$ cat src/rtl/rvfi_trace_streamer.sv
// Purpose: queue retired-instruction records and serialise each as a 14-byte trace frame.
// Latency: a record sampled at edge E0 is popped at E1; byte 0 is valid after E1.
// Backpressure: out_data/out_valid hold while out_ready=0; records arriving to a full queue are dropped and counted.
module rvfi_trace_streamer #(
   parameter int DEPTH = 8,
   parameter int CNT_W = 16
) (
   input  logic                     cpu_clk,
   input  logic                     reset,
   input  logic                     trace_en,
   input  logic                     rvfi_valid,
   input  logic [31:0]              rvfi_insn,
   input  logic [31:0]              rvfi_pc_rdata,
   input  logic [4:0]               rvfi_rd_addr,
   input  logic [31:0]              rvfi_rd_wdata,
   input  logic                     drop_clr,
   output logic                     out_valid,
   input  logic                     out_ready,
   output logic [7:0]               out_data,
   output logic [$clog2(DEPTH):0]   fifo_level,
   output logic [CNT_W-1:0]         drop_cnt,
   output logic                     overflow
);

   localparam int AW = $clog2(DEPTH);
   localparam int LW = AW + 1;
   localparam logic [LW-1:0]    FULL_LVL = LW'(DEPTH);
   localparam logic [CNT_W-1:0] CNT_MAX  = '1;

   typedef enum logic {IDLE, SEND} state_t;

   typedef struct packed {
      logic        mark;
      logic [31:0] pc;
      logic [31:0] insn;
      logic [31:0] wdata;
      logic [4:0]  rd;
   } rec_t;

   rec_t             mem_q [DEPTH];
   logic [AW-1:0]    wr_ptr_q, wr_ptr_d;
   logic [AW-1:0]    rd_ptr_q, rd_ptr_d;
   logic [LW-1:0]    level_q, level_d;
   state_t           state_q, state_d;
   rec_t             frame_q, frame_d;
   logic [3:0]       byte_idx_q, byte_idx_d;
   logic [CNT_W-1:0] drop_cnt_q, drop_cnt_d;
   logic             overflow_q, overflow_d;
   logic             pending_q, pending_d;

   logic             accept, push, drop, pop, xfer;
   rec_t             in_rec;
   logic [7:0]       byte_sel;

   // Capture, drop accounting, queue bookkeeping and frame sequencing.
   always_comb begin
      accept       = rvfi_valid & trace_en;
      // Fullness is judged on the registered level: a same-cycle pop frees nothing.
      push         = accept & (level_q != FULL_LVL);
      drop         = accept & (level_q == FULL_LVL);
      xfer         = (state_q == SEND) & out_ready;
      in_rec       = '{mark: pending_q, pc: rvfi_pc_rdata, insn: rvfi_insn,
                       wdata: rvfi_rd_wdata, rd: rvfi_rd_addr};

      pop          = 1'b0;
      state_d      = state_q;
      frame_d      = frame_q;
      byte_idx_d   = byte_idx_q;

      case (state_q)
         IDLE: begin
            if (level_q != '0) begin
               pop        = 1'b1;
               frame_d    = mem_q[rd_ptr_q];
               byte_idx_d = 4'd0;
               state_d    = SEND;
            end
         end
         SEND: begin
            if (xfer) begin
               if (byte_idx_q != 4'd13) begin
                  byte_idx_d = byte_idx_q + 4'd1;
               end else if (level_q != '0) begin
                  pop        = 1'b1;
                  frame_d    = mem_q[rd_ptr_q];
                  byte_idx_d = 4'd0;
               end else begin
                  byte_idx_d = 4'd0;
                  state_d    = IDLE;
               end
            end
         end
         default: state_d = IDLE;
      endcase

      wr_ptr_d = push ? wr_ptr_q + AW'(1) : wr_ptr_q;
      rd_ptr_d = pop  ? rd_ptr_q + AW'(1) : rd_ptr_q;
      level_d  = level_q + LW'(push) - LW'(pop);

      // A drop in the same cycle as a clear still registers as one drop.
      drop_cnt_d = drop_cnt_q;
      if (drop_clr) begin
         drop_cnt_d = drop ? CNT_W'(1) : '0;
      end else if (drop && (drop_cnt_q != CNT_MAX)) begin
         drop_cnt_d = drop_cnt_q + CNT_W'(1);
      end
      overflow_d = drop_clr ? drop : (overflow_q | drop);

      // The mark travels with the first record accepted after any drop.
      pending_d = pending_q;
      if (push) begin
         pending_d = 1'b0;
      end else if (drop) begin
         pending_d = 1'b1;
      end
   end

   // Byte selection for the frame currently being sent, multi-byte fields LSB first.
   always_comb begin
      byte_sel = 8'h00;
      case (byte_idx_q)
         4'd0:    byte_sel = frame_q.mark ? 8'hA7 : 8'hA5;
         4'd1:    byte_sel = frame_q.pc[7:0];
         4'd2:    byte_sel = frame_q.pc[15:8];
         4'd3:    byte_sel = frame_q.pc[23:16];
         4'd4:    byte_sel = frame_q.pc[31:24];
         4'd5:    byte_sel = frame_q.insn[7:0];
         4'd6:    byte_sel = frame_q.insn[15:8];
         4'd7:    byte_sel = frame_q.insn[23:16];
         4'd8:    byte_sel = frame_q.insn[31:24];
         4'd9:    byte_sel = frame_q.wdata[7:0];
         4'd10:   byte_sel = frame_q.wdata[15:8];
         4'd11:   byte_sel = frame_q.wdata[23:16];
         4'd12:   byte_sel = frame_q.wdata[31:24];
         4'd13:   byte_sel = {3'b000, frame_q.rd};
         default: byte_sel = 8'h00;
      endcase
   end

   // Record storage; contents are don't-care until written, so no reset.
   always_ff @(posedge cpu_clk) begin
      if (push) begin
         mem_q[wr_ptr_q] <= in_rec;
      end
   end

   // Control state; reset abandons any frame in flight.
   always_ff @(posedge cpu_clk or posedge reset) begin
      if (reset) begin
         wr_ptr_q   <= '0;
         rd_ptr_q   <= '0;
         level_q    <= '0;
         state_q    <= IDLE;
         frame_q    <= '0;
         byte_idx_q <= '0;
         drop_cnt_q <= '0;
         overflow_q <= 1'b0;
         pending_q  <= 1'b0;
      end else begin
         wr_ptr_q   <= wr_ptr_d;
         rd_ptr_q   <= rd_ptr_d;
         level_q    <= level_d;
         state_q    <= state_d;
         frame_q    <= frame_d;
         byte_idx_q <= byte_idx_d;
         drop_cnt_q <= drop_cnt_d;
         overflow_q <= overflow_d;
         pending_q  <= pending_d;
      end
   end

   assign out_valid  = (state_q == SEND);
   assign out_data   = (state_q == SEND) ? byte_sel : 8'h00;
   assign fifo_level = level_q;
   assign drop_cnt   = drop_cnt_q;
   assign overflow   = overflow_q;

endmodule

$ cat config.mk
export PLATFORM = sky130hd
export DESIGN_NAME = rvfi_trace_streamer
export DESIGN_NICKNAME = d
export VERILOG_FILES = /design/src/rtl/rvfi_trace_streamer.sv
export SDC_FILE = /design/constraint.sdc
export NUM_CORES = 1
export LEC_CHECK = 0
export BUFFER_PORTS_ARGS = -buffer_cell sky130_fd_sc_hd__buf_2
export CORE_ASPECT_RATIO = 0.75
export CORE_MARGIN = 8
export CORE_UTILIZATION = 60
export DETAILED_ROUTE_END_ITERATION = 16
export GPL_ROUTABILITY_DRIVEN = 0
export PLACE_DENSITY = 0.8
export SKIP_CTS_REPAIR_TIMING = 1
export SLEW_MARGIN = 15
export SYNTH_ARGS = -nofsm -noshare
export SYNTH_HDL_FRONTEND = slang
export SYNTH_SLANG_ARGS = --single-unit
$ cat constraint.sdc
create_clock -name cpu_clk -period 16.95 [get_ports cpu_clk]
set_input_delay 1.695 -clock cpu_clk [delete_from_list [all_inputs] [get_ports cpu_clk]]
set_output_delay 1.695 -clock cpu_clk [all_outputs]
set_load 0.01 [all_outputs]
==> summary.json, run 1 <==
{
  "run_status": "finished clean",
  "critPathKind": "flop to output port",
  "dieWidth_um": 304,
  "setup_viol": 0,
  "cts_root_buffer": "sky130_fd_sc_hd__clkbuf_16",
  "tritoncts.num_buffers": 88,
  "gr-total-overflow": 0,
  "detailroute.via_count": 18800,
  "fp.dieH_um": 232,
  "tritoncts_clock_tree": "done",
  "timing_max_transition_violations_final": 0,
  "grt_usage_pct": 23.0,
  "num_io_pins": 137,
  "route.antenna.remaining_nets": 0,
  "synth_top_area_cell": "sky130_fd_sc_hd__edfxtp_1",
  "power_density_cells_mw_per_mm2": 145,
  "layout_min_cycle_time_ns": 5.09,
  "die_area_sq_mm": 0.0705,
  "drv_cap": 0,
  "synth_adder_area_share_pct": 0.356,
  "post_synth_instance_area_sq_mm": 0.0373,
  "syn_inst": 1872,
  "crit_required_ns": 15.25,
  "postSynth.asyncResetShare_pct": 14.2,
  "critPathCaptureType": "output port",
  "coreArea_sq_mm": 0.0618,
  "dp.final_hpwl_mm": 46.9,
  "simple_gate_area_share_of_the_yosys_netlist_pct": 2.13,
  "grt_setup_unrepaired": "no",
  "worstMarginPinSlew_ns": 1.13,
  "syn-num-nets": 1989,
  "port_buffers": 136,
  "synth.distinct_cells": 67,
  "yosys.cell_count.top_type": "sky130_fd_sc_hd__edfxtp_1",
  "insertion_delay_ns": 0.65,
  "cts-root-to-sink-buffers": 3,
  "timing.hold.ws_ns": 0.526,
  "compound_cell_area_share_of_the_yosys_netlist_pct": 4.97,
  "yosysSeqAreaShare_pct": 74.8,
  "final_layout_size_suffix_gt1_share_pct": 27.6,
  "critical_path_peak_fanout": 33,
  "design.final.nets": 2130,
  "cts.clk_slew.worst_paths_ns": 0.06,
  "max_fclk_ghz": 0.197,
  "fin_skew_ns": 0.0289,
  "detailedRoute.firstIterationViolations": 2255,
  "synth_top_family_by_area": "multiplexers",
  "synth-seq-cells": 951,
  "worst-r2r-setup-slack_ns": 12.76,
  "synth_largest_type_area_fraction_pct": 65.7,
  "tns_ns": 0,
  "tritoncts_num_sinks": 951,
  "grt_antenna_before_repair": 13,
  "post_drt_wl_per_cell_um": 28.2,
  "synth-edff-count": 816,
  "synth.top_cells.by_area": "sky130_fd_sc_hd__edfxtp_1, sky130_fd_sc_hd__mux4_2, sky130_fd_sc_hd__dfrtp_1",
  "final-hold-violation-count": 0,
  "syn-mean-instance-area_sq_um": 19.9,
  "startpoint_type": "flop",
  "vdd_drop_max_mv": 0.0906,
  "critPathArrivalTime_ns": 3.39,
  "yosysWarningCount": 0,
  "drtPass1Iterations": 7,
  "cellLeakagePower_uw": 0.0136,
  "vias_per_cell": 6.49,
  "xor_and_xnor_area_share_after_synthesis_pct": 0.141,
  "core.rowCount": 79,
  "grt_max_degree": 107,
  "syn2layout_area_growth_pct": 11.8,
  "dominantRegCellSynth": "sky130_fd_sc_hd__edfxtp_1",
  "start_util_pct": 60.4,
  "max-slew-margin-rel_pct": 24.7,
  "hold_path.class": "flop to flop",
  "post_route_drc_violation_count": 0,
  "first_global_vias": 19000,
  "synth.area.mux_share_pct": 15.9,
  "global_route_wire_length_before_repair_mm": 122,
  "synth_common_cells": "sky130_fd_sc_hd__edfxtp_1, sky130_fd_sc_hd__mux4_2, sky130_fd_sc_hd__a21oi_1",
  "final.period_utilization_pct": 30.0,
  "htree_num_levels": 3,
  "wl_mm": 81.8
}
[per-layer routing]
layer	GRT usage [%]	share of wire [%]	up-vias	wire length, um
met5	0	0.098	-	80
met4	5.49	2.1	14	1710
met3	6.78	9.9	144	8060
met2	35.3	47	898	38400
met1	32.9	41	9814	33600
li1	-	-	7961	-
[cell type report]
| class | count | area, sq um |
|---|---|---|
| Antenna cell | 7 | 17.5 |
| Timing Repair Buffer | 168 | 921 |
| Clock inverter | 44 | 541 |
| Fill cell | 3796 | 20100 |
| Clock buffer | 116 | 2410 |
| Multi-Input combinational cell | 785 | 8830 |
| Sequential cell | 951 | 27900 |
| Inverter | 19 | 76.3 |
| Tap cell | 810 | 1010 |
[per-stage QoR]
| stage | utilization, % | worst slack, ns | std cells | area, sq um | total power [uW] |
|---|---|---|---|---|---|
| after floorplan | - | 4.11 | 1872 | 37300 | 3730 |
| after global placement | 62.7 | 12.06 | 2733 | 38700 | 4010 |
| after detailed placement | 62.7 | 11.97 | 2733 | 38700 | 4050 |
| after CTS | 67.5 | 12.04 | 2893 | 41700 | 6060 |
| after global routing | 67.5 | 11.70 | 2895 | 41700 | 6250 |
| final | 67.5 | 11.86 | 2900 | 41700 | 6030 |
[path summary, 6_finish.rpt]
check / endpoint / cells past startpoint / from
hold reg to reg: frame_q[53] / 2 / frame_q[53]
setup / recovery: out_data[6] / 4 / byte_idx_q[2]
setup reg to reg: fifo_level[2] / 8 / byte_idx_q[2]
min in group asynchronous: drop_cnt[7] / 2 / reset
max in group asynchronous: fifo_level[3] / 3 / reset
hold / removal: frame_q[53] / 2 / frame_q[53]
[cells by family after synthesis]
| family | after synthesis |
|---|---|
| simple gates | 138 |
| xor+xnor | 6 |
| flops | 951 |
| mux | 335 |
| fa+ha+maj | 10 |
| buf+inv | 136 |
| compound gates | 296 |
[worst max-delay path, cell delays in order (launching register included)]
cell and delay, ns:
sky130_fd_sc_hd__dfrtp_1 1.02, sky130_fd_sc_hd__inv_1 0.36, sky130_fd_sc_hd__o31ai_1 0.81, sky130_fd_sc_hd__a21oi_1 0.31, sky130_fd_sc_hd__buf_2 0.24
[registers in the layout, indices dropped and copies added (netlist names)]
name,flops
mem_q,816
fifo_level,4
byte_idx_q,4
rd_ptr_q,3
out_valid,1
frame_q,102
wr_ptr_q,3
drop_cnt,16
overflow,1
pending_q,1
[power breakdown]
group,switching [uW],internal [uW]
Clock,851,1160
Combinational,609,447
Sequential,159,2810
[cell usage in the layout, fill, tap and decap left out, drive strengths merged, types with 5 or more instances in the layout]
cell    instances
a21o            6
a21oi         215
a221oi          5
a22o            9
a31oi          10
a32oi           5
and3            9
buf           168
bufinv         10
clkbuf        116
clkinv         31
dfrtp         135
diode           7
edfxtp        816
ha              9
inv            20
mux2           16
mux2i         115
mux4          204
nand2          24
nand2b          7
nand3          13
nand4           5
nor2           18
nor2b          19
nor3            8
nor3b           7
nor4            8
o21ai          12
o31ai           6
or4             6
(Power assumes the default switching activity.)
==> run 2, diff against run 1 <==
Settings changed: CORE_UTILIZATION 60 to 56, PLACE_DENSITY 0.8 to 0.78.
Clock period 16.95 ns to 4.3 ns, I/O delays scaled along.
==> run 2 against run 1 <==
Effect of this change:
- cell count rose by 3.0%
- clock skew decreased by 0.013 ns
- count of clock-buffer cells in the layout fell by 9
- via count fell by 0.59%
- the run now ends with hold timing left
- non-clock buffer count is 14 higher
- design area is 0.88% higher
- register-to-register slack lost 12 ns
- highest routed layer unchanged
==> summary.json, run 2 (synthesized netlist as in run 1, its figures left out) <==
{
  "num_io_pins": 137,
  "vias_per_cell": 6.27,
  "fin_skew_ns": 0.0163,
  "max-slew-margin-rel_pct": 28.1,
  "worst-r2r-setup-slack_ns": 1.13,
  "grt_antenna_before_repair": 17,
  "design.final.nets": 2143,
  "crit_required_ns": 3.87,
  "grt_usage_pct": 21.1,
  "cp_slowest_stage_delay_ns": 1.05,
  "critPathKind": "flop to output port",
  "insertion_delay_ns": 0.65,
  "postPlaceCellArea_sq_mm": 0.0392,
  "timing.critical_path.cells": "nor2b_1 -> nand2_1 -> a22o_1 -> a31oi_1 -> buf_2",
  "cts_root_buffer": "sky130_fd_sc_hd__clkbuf_16",
  "route.antenna.remaining_nets": 0,
  "timing.critical_path.max_delay_family": "flip-flops",
  "core.rowCount": 82,
  "critPathArrivalTime_ns": 3.32,
  "htree_num_levels": 3,
  "cts.clk_slew.worst_paths_ns": 0.07,
  "finalNonFillerCells": 2986,
  "power_density_cells_mw_per_mm2": 562,
  "run_status": "finished with violations",
  "postLayoutCellArea_sq_mm": 0.0421,
  "regToRegEndpoint": "fifo_level[2]",
  "timing.hold.ws_ns": -0.0462,
  "gr-total-overflow": 0,
  "largest-register": "mem_q",
  "first_global_vias": 19000,
  "vdd_drop_max_mv": 0.340,
  "most-common-layout-cells": "sky130_fd_sc_hd__edfxtp_1, sky130_fd_sc_hd__mux4_2, sky130_fd_sc_hd__a21oi_1, sky130_fd_sc_hd__buf_2, sky130_fd_sc_hd__dfrtp_1",
  "start_util_pct": 56.2,
  "tritoncts_num_sinks": 951,
  "violations": "hold timing",
  "post_placement_cell_count": 2818,
  "post_drt_wl_per_cell_um": 26.7,
  "final.period_utilization_pct": 87.2,
  "detailroute.via_count": 18700,
  "critPathCaptureType": "output port",
  "worstMarginPinSlew_ns": 1.08,
  "tritoncts_clock_tree": "done",
  "coreArea_sq_mm": 0.0664,
  "critical_path_peak_fanout": 33,
  "largest_register_ffs": 816,
  "cts-root-to-sink-buffers": 3,
  "ff2ff_path_depth": 8,
  "regToRegStartpoint": "byte_idx_q[2]",
  "hold_path.class": "input port to asynchronous set/reset pin",
  "worst-path-buf-inv": 1,
  "startpoint_type": "flop",
  "grt_max_degree": 106,
  "max_fclk_ghz": 0.267,
  "dieWidth_um": 314,
  "global_route_wire_length_before_repair_mm": 119,
  "grt_setup_unrepaired": "no",
  "die_area_sq_mm": 0.0752,
  "wl_mm": 79.7,
  "dp.final_hpwl_mm": 47.3,
  "port_buffers": 136,
  "master_of_the_slowest_instance_on_the_critical_path": "sky130_fd_sc_hd__dfrtp_1",
  "drtPass1Iterations": 7,
  "final_layout_size_suffix_gt1_share_pct": 28.8,
  "fp.dieH_um": 240,
  "layout_min_cycle_time_ns": 3.75,
  "timing_max_transition_violations_final": 0,
  "worst_setup_path_startpoint": "byte_idx_q[2]",
  "cellLeakagePower_uw": 0.0137,
  "tritoncts.num_buffers": 87,
  "most_frequent_standard_cell_in_the_layout_excluding_fill_and_tap_cells": "sky130_fd_sc_hd__edfxtp_1",
  "setup_viol": 0,
  "syn2layout_area_growth_pct": 12.8,
  "drv_cap": 0,
  "detailedRoute.firstIterationViolations": 2593,
  "final-hold-violation-count": 27,
  "layout.filler_cells": 4363,
  "post_route_drc_violation_count": 0
}
run 2: changes by cell type in the layout (fill, tap and decap cells not counted), sizes merged:
cell    before  now
buf        168  181
bufinv      10    6
clkbuf     116  108
clkinv      31   42
diode        7    4
inv         20   25
run 2: power breakdown:
part	switching [uW]	internal (uW)	total (uW)	leakage, uW
registers	684	11100	11700	0.00918
logic	2380	1870	4240	0.00315
clock network	3340	4320	7660	0.00142
run 2: layer usage:
layer	GRT usage (%)	vias to the layer above	share of wire, %	routed length [um]
met4	5.24	24	2.1	1700
met2	32.6	824	47	37500
met3	7.41	155	10	7990
met1	28.9	9708	41	32300
li1	-	8008	-	-
met5	0	-	0.19	148
run 2: worst max path at each step:
stage | endpoint | depth (start not counted) | slack [ns]
6_report | out_data[1] | 5 | 0.55
5_1_grt | out_data[1] | 5 | 0.36
4_1_cts | out_data[6] | 6 | 0.64
3_5_place_dp | fifo_level[2] | 9 | 1.22
3_3_place_gp | fifo_level[1] | 9 | 1.30
2_1_floorplan | mem_q[7][0] | 6 | -1.64
run 2: per-stage QoR:
| stage | TNS [ns] | total power [uW] | worst slack [ns] | utilization (%) | hold slack (ns) |
|---|---|---|---|---|---|
| after floorplan | -1089.40 | 14700 | -1.64 | - | 0.477 |
| after global placement | 0 | 16000 | 1.30 | 59.0 | 0.509 |
| after detailed placement | 0 | 16100 | 1.22 | 59.0 | 0.507 |
| after CTS | 0 | 23800 | 0.644 | 63.3 | -0.0291 |
| after global routing | 0 | 24500 | 0.359 | 63.4 | 0.00644 |
| final | 0 | 23600 | 0.552 | 63.4 | -0.0462 |
run 2: final cells by class:
cell class,instances,area [sq um],area share [%]
Multi-Input combinational cell,785,8880,21.1
Tap cell,882,1100,2.62
Sequential cell,951,27900,66.3
Clock buffer,107,2370,5.64
Clock inverter,56,485,1.15
Timing Repair Buffer,182,1250,2.97
Antenna cell,4,10.0,0.0238
Inverter,19,77.6,0.184
